==> src/rtl/mio_pkg.sv <==
// mio_pkg: shared constants and helpers for the memory/IO bus stage.
//   - Address map for RAM and the memory-mapped peripherals.
//   - Counter CSR bit positions.
//   - Address decode helper returning a one-of-N target select.
package mio_pkg;

    // RAM occupies any address whose bits [31:12] are zero.
    localparam logic [31:0] RAM_MASK  = 32'hFFFF_F000;
    localparam logic [31:0] DISP_ADDR = 32'hE000_0000;
    localparam logic [31:0] GPIO_ADDR = 32'hF000_0000;
    localparam logic [31:0] CNT_ADDR  = 32'hF000_0004;
    localparam logic [31:0] CSR_ADDR  = 32'hF000_0008;

    localparam int unsigned CSR_EN   = 0;
    localparam int unsigned CSR_AUTO = 1;
    localparam int unsigned CSR_EXP  = 31;

    typedef enum logic [2:0] {
        SelNone,
        SelRam,
        SelDisp,
        SelGpio,
        SelCnt,
        SelCsr
    } sel_e;

    function automatic sel_e decode_addr(input logic [31:0] addr);
        sel_e sel;
        sel = SelNone;
        if ((addr & RAM_MASK) == 32'h0) begin
            sel = SelRam;
        end else if (addr == DISP_ADDR) begin
            sel = SelDisp;
        end else if (addr == GPIO_ADDR) begin
            sel = SelGpio;
        end else if (addr == CNT_ADDR) begin
            sel = SelCnt;
        end else if (addr == CSR_ADDR) begin
            sel = SelCsr;
        end
        return sel;
    endfunction

endpackage

==> src/rtl/mio_bus_if.sv <==
// mio_bus_if: core-side data bus between the RISC-V core and the MIO stage.
//   MemRW     - store strobe from the core
//   addr_bus  - data address from the core
//   cpu_wdata - store data from the core
//   cpu_rdata - load data back to the core (combinational)
//   MIO_ready - always 1, the stage never inserts wait states
interface mio_bus_if;
    logic        MemRW;
    logic [31:0] addr_bus;
    logic [31:0] cpu_wdata;
    logic [31:0] cpu_rdata;
    logic        MIO_ready;

    modport master (
        output MemRW,
        output addr_bus,
        output cpu_wdata,
        input  cpu_rdata,
        input  MIO_ready
    );

    modport slave (
        input  MemRW,
        input  addr_bus,
        input  cpu_wdata,
        output cpu_rdata,
        output MIO_ready
    );
endinterface

==> src/rtl/mio_counter.sv <==
// mio_counter: programmable 32-bit down-counter with optional auto-reload.
//   clk, rst      - clock and asynchronous active-high reset
//   load_i        - write strobe for the count/reload register
//   load_val_i    - value loaded into both count and reload
//   csr_we_i      - write strobe for the control/status register
//   csr_wdata_i   - CSR write data (en, auto, write-1-to-clear expired)
//   count_o       - current count
//   en_o, auto_o  - control bits
//   expired_o     - sticky expiry flag
module mio_counter
    import mio_pkg::*;
(
    input  logic        clk,
    input  logic        rst,
    input  logic        load_i,
    input  logic [31:0] load_val_i,
    input  logic        csr_we_i,
    input  logic [31:0] csr_wdata_i,
    output logic [31:0] count_o,
    output logic        en_o,
    output logic        auto_o,
    output logic        expired_o
);

    logic [31:0] count_q, count_d;
    logic [31:0] reload_q, reload_d;
    logic        en_q, en_d;
    logic        auto_q, auto_d;
    logic        expired_q, expired_d;

    // Only the control bits of the CSR write data are architected.
    logic unused_csr_bits;
    assign unused_csr_bits = ^csr_wdata_i[30:2];

    always_comb begin
        count_d   = count_q;
        reload_d  = reload_q;
        en_d      = en_q;
        auto_d    = auto_q;
        expired_d = expired_q;

        if (csr_we_i) begin
            en_d   = csr_wdata_i[CSR_EN];
            auto_d = csr_wdata_i[CSR_AUTO];
            if (csr_wdata_i[CSR_EXP]) begin
                expired_d = 1'b0;
            end
        end

        // Expiry is evaluated after the CSR clear so that a simultaneous set wins.
        if (load_i) begin
            count_d  = load_val_i;
            reload_d = load_val_i;
        end else if (en_q) begin
            if (count_q != 32'h0) begin
                count_d = count_q - 32'h1;
            end else begin
                expired_d = 1'b1;
                if (auto_q) begin
                    count_d = reload_q;
                end
            end
        end
    end

    always_ff @(posedge clk or posedge rst) begin
        if (rst) begin
            count_q   <= 32'h0;
            reload_q  <= 32'h0;
            en_q      <= 1'b0;
            auto_q    <= 1'b0;
            expired_q <= 1'b0;
        end else begin
            count_q   <= count_d;
            reload_q  <= reload_d;
            en_q      <= en_d;
            auto_q    <= auto_d;
            expired_q <= expired_d;
        end
    end

    assign count_o   = count_q;
    assign en_o      = en_q;
    assign auto_o    = auto_q;
    assign expired_o = expired_q;

endmodule

==> src/rtl/mio_bus.sv <==
// mio_bus: memory/IO stage behind the single-cycle core. Decodes the core data
// address onto block RAM, LED/switch GPIO, a 7-segment display register and a
// programmable down-counter, and returns load data in the same cycle.
//   clk, rst    - clock and asynchronous active-high reset
//   bus         - core-side bus (slave side)
//   ram_*       - block RAM port, asynchronous read
//   switches    - raw board switches, synchronised internally
//   led         - GPIO output register
//   disp_num    - display register
//   counter_irq - sticky counter expiry flag
module mio_bus
    import mio_pkg::*;
#(
    parameter int unsigned RAM_AW = 10,
    parameter int unsigned IO_W   = 16
) (
    input  logic              clk,
    input  logic              rst,
    mio_bus_if.slave          bus,
    output logic              ram_we,
    output logic [RAM_AW-1:0] ram_addr,
    output logic [31:0]       ram_wdata,
    input  logic [31:0]       ram_rdata,
    input  logic [IO_W-1:0]   switches,
    output logic [IO_W-1:0]   led,
    output logic [31:0]       disp_num,
    output logic              counter_irq
);

    sel_e sel;
    logic store_gpio, store_disp, store_cnt, store_csr;

    logic [IO_W-1:0] led_q, led_d;
    logic [31:0]     disp_q, disp_d;
    logic [IO_W-1:0] sw_meta_q, sw_sync_q;

    logic [31:0] cnt_count;
    logic        cnt_en, cnt_auto, cnt_expired;
    logic [31:0] rdata;

    assign sel        = decode_addr(bus.addr_bus);
    assign ram_we     = bus.MemRW & (sel == SelRam);
    assign store_gpio = bus.MemRW & (sel == SelGpio);
    assign store_disp = bus.MemRW & (sel == SelDisp);
    assign store_cnt  = bus.MemRW & (sel == SelCnt);
    assign store_csr  = bus.MemRW & (sel == SelCsr);

    assign ram_addr  = bus.addr_bus[RAM_AW+1:2];
    assign ram_wdata = bus.cpu_wdata;

    always_comb begin
        led_d  = led_q;
        disp_d = disp_q;
        if (store_gpio) begin
            led_d = bus.cpu_wdata[IO_W-1:0];
        end
        if (store_disp) begin
            disp_d = bus.cpu_wdata;
        end
    end

    always_ff @(posedge clk or posedge rst) begin
        if (rst) begin
            led_q     <= '0;
            disp_q    <= 32'h0;
            sw_meta_q <= '0;
            sw_sync_q <= '0;
        end else begin
            led_q     <= led_d;
            disp_q    <= disp_d;
            sw_meta_q <= switches;
            sw_sync_q <= sw_meta_q;
        end
    end

    mio_counter u_counter (
        .clk         (clk),
        .rst         (rst),
        .load_i      (store_cnt),
        .load_val_i  (bus.cpu_wdata),
        .csr_we_i    (store_csr),
        .csr_wdata_i (bus.cpu_wdata),
        .count_o     (cnt_count),
        .en_o        (cnt_en),
        .auto_o      (cnt_auto),
        .expired_o   (cnt_expired)
    );

    // Read mux has no side effects: the core presents an address every cycle.
    always_comb begin
        rdata = 32'h0;
        unique case (sel)
            SelRam:  rdata = ram_rdata;
            SelDisp: rdata = disp_q;
            SelGpio: rdata = 32'(sw_sync_q);
            SelCnt:  rdata = cnt_count;
            SelCsr: begin
                rdata[CSR_EN]   = cnt_en;
                rdata[CSR_AUTO] = cnt_auto;
                rdata[CSR_EXP]  = cnt_expired;
            end
            default: rdata = 32'h0;
        endcase
    end

    assign bus.cpu_rdata = rdata;
    assign bus.MIO_ready = 1'b1;
    assign led           = led_q;
    assign disp_num      = disp_q;
    assign counter_irq   = cnt_expired;

endmodule

==> src/flat_wrapper.sv <==
// flat-port wrapper written by rule: the top's interface ports become plain ports
module mio_bus_flat import mio_pkg::*;
#(
    parameter int unsigned RAM_AW = 10,
    parameter int unsigned IO_W   = 16
)
  (clk, rst, ram_we, ram_addr, ram_wdata, ram_rdata, switches, led, disp_num, counter_irq, bus_MemRW, bus_addr_bus, bus_cpu_wdata, bus_cpu_rdata, bus_MIO_ready);
  mio_bus_if bus_i ();
  input  logic clk;
  input  logic rst;
  output logic ram_we;
  output logic [RAM_AW-1:0] ram_addr;
  output logic [31:0] ram_wdata;
  input  logic [31:0] ram_rdata;
  input  logic [IO_W-1:0] switches;
  output logic [IO_W-1:0] led;
  output logic [31:0] disp_num;
  output logic counter_irq;
  input wire logic [$bits(bus_i.MemRW)-1:0] bus_MemRW;
  input wire logic [$bits(bus_i.addr_bus)-1:0] bus_addr_bus;
  input wire logic [$bits(bus_i.cpu_wdata)-1:0] bus_cpu_wdata;
  output wire logic [$bits(bus_i.cpu_rdata)-1:0] bus_cpu_rdata;
  output wire logic [$bits(bus_i.MIO_ready)-1:0] bus_MIO_ready;
  assign bus_i.MemRW = bus_MemRW;
  assign bus_i.addr_bus = bus_addr_bus;
  assign bus_i.cpu_wdata = bus_cpu_wdata;
  assign bus_cpu_rdata = bus_i.cpu_rdata;
  assign bus_MIO_ready = bus_i.MIO_ready;
  mio_bus #(.RAM_AW(RAM_AW), .IO_W(IO_W)) u_core (.clk(clk), .rst(rst), .bus(bus_i), .ram_we(ram_we), .ram_addr(ram_addr), .ram_wdata(ram_wdata), .ram_rdata(ram_rdata), .switches(switches), .led(led), .disp_num(disp_num), .counter_irq(counter_irq));
endmodule
==> config.mk <==
export PLATFORM = sky130hd
export DESIGN_NAME = mio_bus_flat
export DESIGN_NICKNAME = d
export VERILOG_FILES = /design/src/rtl/mio_pkg.sv /design/src/rtl/mio_bus_if.sv /design/src/rtl/mio_counter.sv /design/src/rtl/mio_bus.sv /design/src/flat_wrapper.sv
export SDC_FILE = /design/constraint.sdc
export NUM_CORES = 1
export LEC_CHECK = 0
export ABC_AREA = 1
export BUFFER_PORTS_ARGS = -buffer_cell sky130_fd_sc_hd__buf_2
export CAP_MARGIN = 10
export CORE_AREA = 2 2 131 133
export CTS_CLUSTER_SIZE = 25
export DETAILED_ROUTE_END_ITERATION = 12
export DIE_AREA = 0 0 133 135
export MAX_ROUTING_LAYER = met4
export PLACE_DENSITY = 0.8
export SLEW_MARGIN = 20
export SYNTH_ARGS = -nofsm -noshare
export SYNTH_HDL_FRONTEND = slang
export SYNTH_HIERARCHICAL = 1
export SYNTH_SLANG_ARGS = --single-unit
export TNS_END_PERCENT = 20
==> constraint.sdc <==
create_clock -name clk -period 2.5 [get_ports clk]
set_clock_uncertainty 0.05 [all_clocks]
set_input_delay 0.125 -clock clk [delete_from_list [all_inputs] [get_ports clk]]
set_output_delay 0.125 -clock clk [all_outputs]
set_load 0.02 [all_outputs]
==> out/summary.md <==
For the pin with the worst max-slew slack, the measured transition is 752 ps. Wires add up to 25000 um. The wire length per cell is 15.0 um, and the multiplexer fraction of the synthesized cell area is 0.131%. In this run the deepest clock path goes through 2 buffers. Summing all multi-input logic gate instances after layout gives 3760 um^2. The post-cts repair resize count was 0. In this run the worst hold path is classified as in2reg. For the worst setup path, the data required time is 2760 ps. The synthesized design spends more area on one cell type than any other, namely sky130_fd_sc_hd__dfrtp_1.

After detailed routing, the number of vias per cell comes to 5.09. The initial utilization of the core area, before any placement, comes to 52.3%. For this run, design rule violations remaining after detail routing come to 0.

Grouping stages by cell kind, the critical path spends the most delay in simple AND/OR/NAND/NOR gates. The run gives 0 as the post-CTS setup repair buffer count. The total routed wire length on the met1 layer was 10400 um. The clock reaches the later pin of the worst-skew pair after 420 ps. The commonest cells after synthesis are sky130_fd_sc_hd__nand2_1 (420), sky130_fd_sc_hd__dfrtp_1 (147), sky130_fd_sc_hd__inv_1 (137), sky130_fd_sc_hd__nor2_1 (112), sky130_fd_sc_hd__nand3_1 (93). The initial antenna violation count was 0; the highest net fanout along the worst path was 5. In this run the horizontal extent of the chip is 133 um. Compared with the post-synthesis result, the final layout area differs by 24.8%. In the final layout, the share of cells above drive strength 1 is 24.7%. The final period demand of the worst path was 2110 ps; the deepest level of the CTS H-tree was 4.

The number of buffers created by CTS is 17. After detailed routing, the met2 layer carries 12100 um of wire. The first-pass GRT wire length came out at 39500 um.

On the critical path, the stage with the largest delay is an instance of sky130_fd_sc_hd__nor2_1. The finished cells cover 10700 um^2. In this run the register-to-register setup slack is 390 ps. For the number of instances in the placed design, the log shows 1586. The synthesized design contains 0 enable-type register cells.

The average footprint of a synthesized cell is 7.19 um^2. Sequential cells were found to cover 42.8% of the synthesized design area. The logs give 0 for the total count of hold-check failures in the final report and 0 for the number of slew-limit violations in the final report. The fraction of registers with async set/reset was 100%; the number of vias after detailed routing was 8479. Of the total synthesized cell area, the portion taken by full adders, half adders and majority gates is 0.291%. The cell chosen for the clock root was sky130_fd_sc_hd__clkbuf_16.

From bottom edge to top edge, the die measures 135 um. For this run, the slowest stage of the critical path takes 470 ps. Once detail routing completed, the nets flagged for antenna violations numbered 0.

During synthesis, Yosys emitted a total of 6 warnings. The mapped netlist covers 8590 um^2. The tools report the leakage power as 6.27 nW. Timing would allow up to 473 MHz. The total buffers and inverters traversed by the critical path is 1, and the xor/xnor cell area share of the yosys netlist is 1.12%. The minimum hold slack came out at 277 ps. The number of clock sinks came out at 147. Data arrives at the worst endpoint at 2380 ps. The run gives 3680 um^2 as the register area.

STA classifies the critical path endpoint as a flip-flop. Maximum number of pins on one net before global-route repair: 47. Summed over all nets, wire length on met3 after detailed routing comes to 1780 um. In the synthesized netlist, the number of instances is 1194. The cell type with the highest occurrence count on the critical path is sky130_fd_sc_hd__nand2_1. The startpoint type of the worst setup path was a flip-flop. The run gives 37 as the number of unique standard cell types used by synthesis. The most common cell in the synthesized netlist is sky130_fd_sc_hd__nand2_1.

The run gives 0 as the number of maximum-capacitance violations. The final layout contains 1551 nets. The flow ran to the end, and the final reports show no timing, DRC or antenna violations. The synthesized-area fraction occupied by and/or/nand/nor cells is 34.9%. The congestion estimate from routability-driven global placement came to 0.974. After synthesis, the largest area contributor takes up 42.8% of total cell area. The logs give 7 for the number of search-and-repair iterations in the first detailed-routing pass and 1311 for the total nets after synthesis. The tools report the number of ports placed on the die boundary as 240.

By area, the combinational part of the netlist is dominated by simple AND/OR/NAND/NOR gates. Setup repair after global routing left no endpoint under its margin. Synthesis inferred 147 register bits. Summed over all nets, the half-perimeter wirelength after detailed placement is 17700 um. By startpoint and endpoint, the worst setup path is classified as reg2reg.

Routed signal wires occupy layers up through met4. The core area was 16400 um^2. Filler-free cell count of the finished design: 1667.

TritonCTS built the clock tree. The run gives 9620 um^2 as the cell area after placement. Walking the worst path, the cells encountered are inv_1, ha_1, nand2_1, nor2_1, nand3_1, nor2_1, nand2_1, nand3_1, nand2_1, nand2_1, nand2_1. The die covers 18000 um^2. The part of the cycle the worst path needs is 84.6%. The total power divided by cell area is 499 nW/um^2.

The floorplan has 47 rows. The number of global-route vias before repair is 7981. The number of antenna diodes in the final layout is 0.

The synthesized netlist devotes 7.27% of its cell area to compound gates. In this run the tightest slew margin relative to its limit is 49.8%. For this run, the total global-route usage over all layers was measured as 28.8%.

By area the synthesized netlist is led by sky130_fd_sc_hd__dfrtp_1 (43%), sky130_fd_sc_hd__nand2_1 (18%), sky130_fd_sc_hd__inv_1 (6.0%). VDD sags by at most 0.548 mV. Counting the fill cells in the layout gives 1381. The tools report the overall overflow remaining after global route as 0. Input and output buffers added on the ports amount to 238. The clock-pin slew on the worst setup and hold paths is 60 ps, and the iteration-0 DRC count of the detailed router is 713.

The total negative setup slack was 0 ps. Among all flip-flop cells after synthesis, the most frequent one is sky130_fd_sc_hd__dfrtp_1. The final setup violation count came out at 0.
==> final cells by class <==
type                    count  area share, %
repair buffers            306           17.4
clock inverters            11           1.16
flip-flops and latches    147           34.3
inverters                 142           5.00
multi-input cells         820           35.1
clock buffers              21           4.48
well taps                 220           2.57
==> state kept, by name, indices dropped and copies added, names as in the netlist <==
name,count
u_core/u_counter/reload_q,32
u_core/sw_sync_q,16
u_core/disp_num,32
u_core/u_counter/auto_o,1
u_core/u_counter/en_o,1
u_core/u_counter/count_o,32
u_core/led,16
u_core/u_counter/expired_o,1
u_core/sw_meta_q,16
==> layer usage <==
layer  vias up  global-route usage (%)
met1      3902                    36.0
met5         -                       -
met3        49                    4.58
li1       4128                       -
met4         0                    10.9
met2       400                    47.7
==> cells by family after synthesis <==
group,Yosys count
multiplexers,1
flip-flops,147
AO/OA/AOI/OAI,116
adder cells (fa/ha/maj),2
AND/OR/NAND/NOR,689
other,1
buffers and inverters,227
XOR/XNOR,11
==> cells in the final DEF, fill, tap and decap left out, types with 4 or more instances in the layout <==
cell type	n
sky130_fd_sc_hd__a21oi_2	8
sky130_fd_sc_hd__nand3_1	93
sky130_fd_sc_hd__nand4_1	8
sky130_fd_sc_hd__nand2_1	420
sky130_fd_sc_hd__nand3_2	10
sky130_fd_sc_hd__inv_1	135
sky130_fd_sc_hd__nand2_2	19
sky130_fd_sc_hd__clkbuf_16	17
sky130_fd_sc_hd__buf_4	16
sky130_fd_sc_hd__buf_2	238
sky130_fd_sc_hd__dlygate4sd3_1	49
sky130_fd_sc_hd__a21oi_1	26
sky130_fd_sc_hd__xor2_1	9
sky130_fd_sc_hd__clkbuf_8	4
sky130_fd_sc_hd__nor2_2	8
sky130_fd_sc_hd__dfrtp_1	147
sky130_fd_sc_hd__o21ai_1	18
sky130_fd_sc_hd__o21ai_0	60
sky130_fd_sc_hd__nor2_4	6
sky130_fd_sc_hd__nor2_1	111
sky130_fd_sc_hd__inv_2	4
sky130_fd_sc_hd__clkinv_2	5
==> worst min-delay path, delay by kind of cell <==
family / cells / cell delay, ps
buffers and inverters: 3 / 380
AOI/OAI and AO/OA: 1 / 150
and+or+nand+nor: 1 / 50
==> where the power goes <==
part / internal (mW) / leakage (nW) / switching (mW)
sequential: 2.41 / 1.75 / 0.00779
clock: 1.58 / 0.292 / 1.00
combinational: 0.154 / 4.24 / 0.197
==> path summary, 6_finish.rpt <==
kind / startpoint / to / cells past startpoint
max: u_core/u_counter/count_o[0] / u_core/u_counter/count_o[8] / 11
min: bus_MemRW / u_core/led[0] / 5
max in group asynchronous: rst / u_core/u_counter/count_o[18] / 4
max reg2reg: u_core/u_counter/count_o[0] / u_core/u_counter/count_o[8] / 11
min reg2reg: u_core/sw_meta_q[9] / u_core/sw_sync_q[9] / 0
min in group asynchronous: rst / u_core/disp_num[7] / 3
==> per-stage QoR <==
step	power, mW	utilization (%)	setup slack, ps
after floorplan	2.62	-	273
after global placement	2.74	58.6	463
after detailed placement	2.75	58.6	376
after CTS	5.38	65.3	395
after global routing	5.53	65.3	131
final	5.35	65.3	386
==> timing repair <==
action,CTS,global route
setup endpoints to repair,0,0
hold buffers,49,0
hold endpoints to repair,175,0
Note: power is estimated with default switching activity, not from simulation.
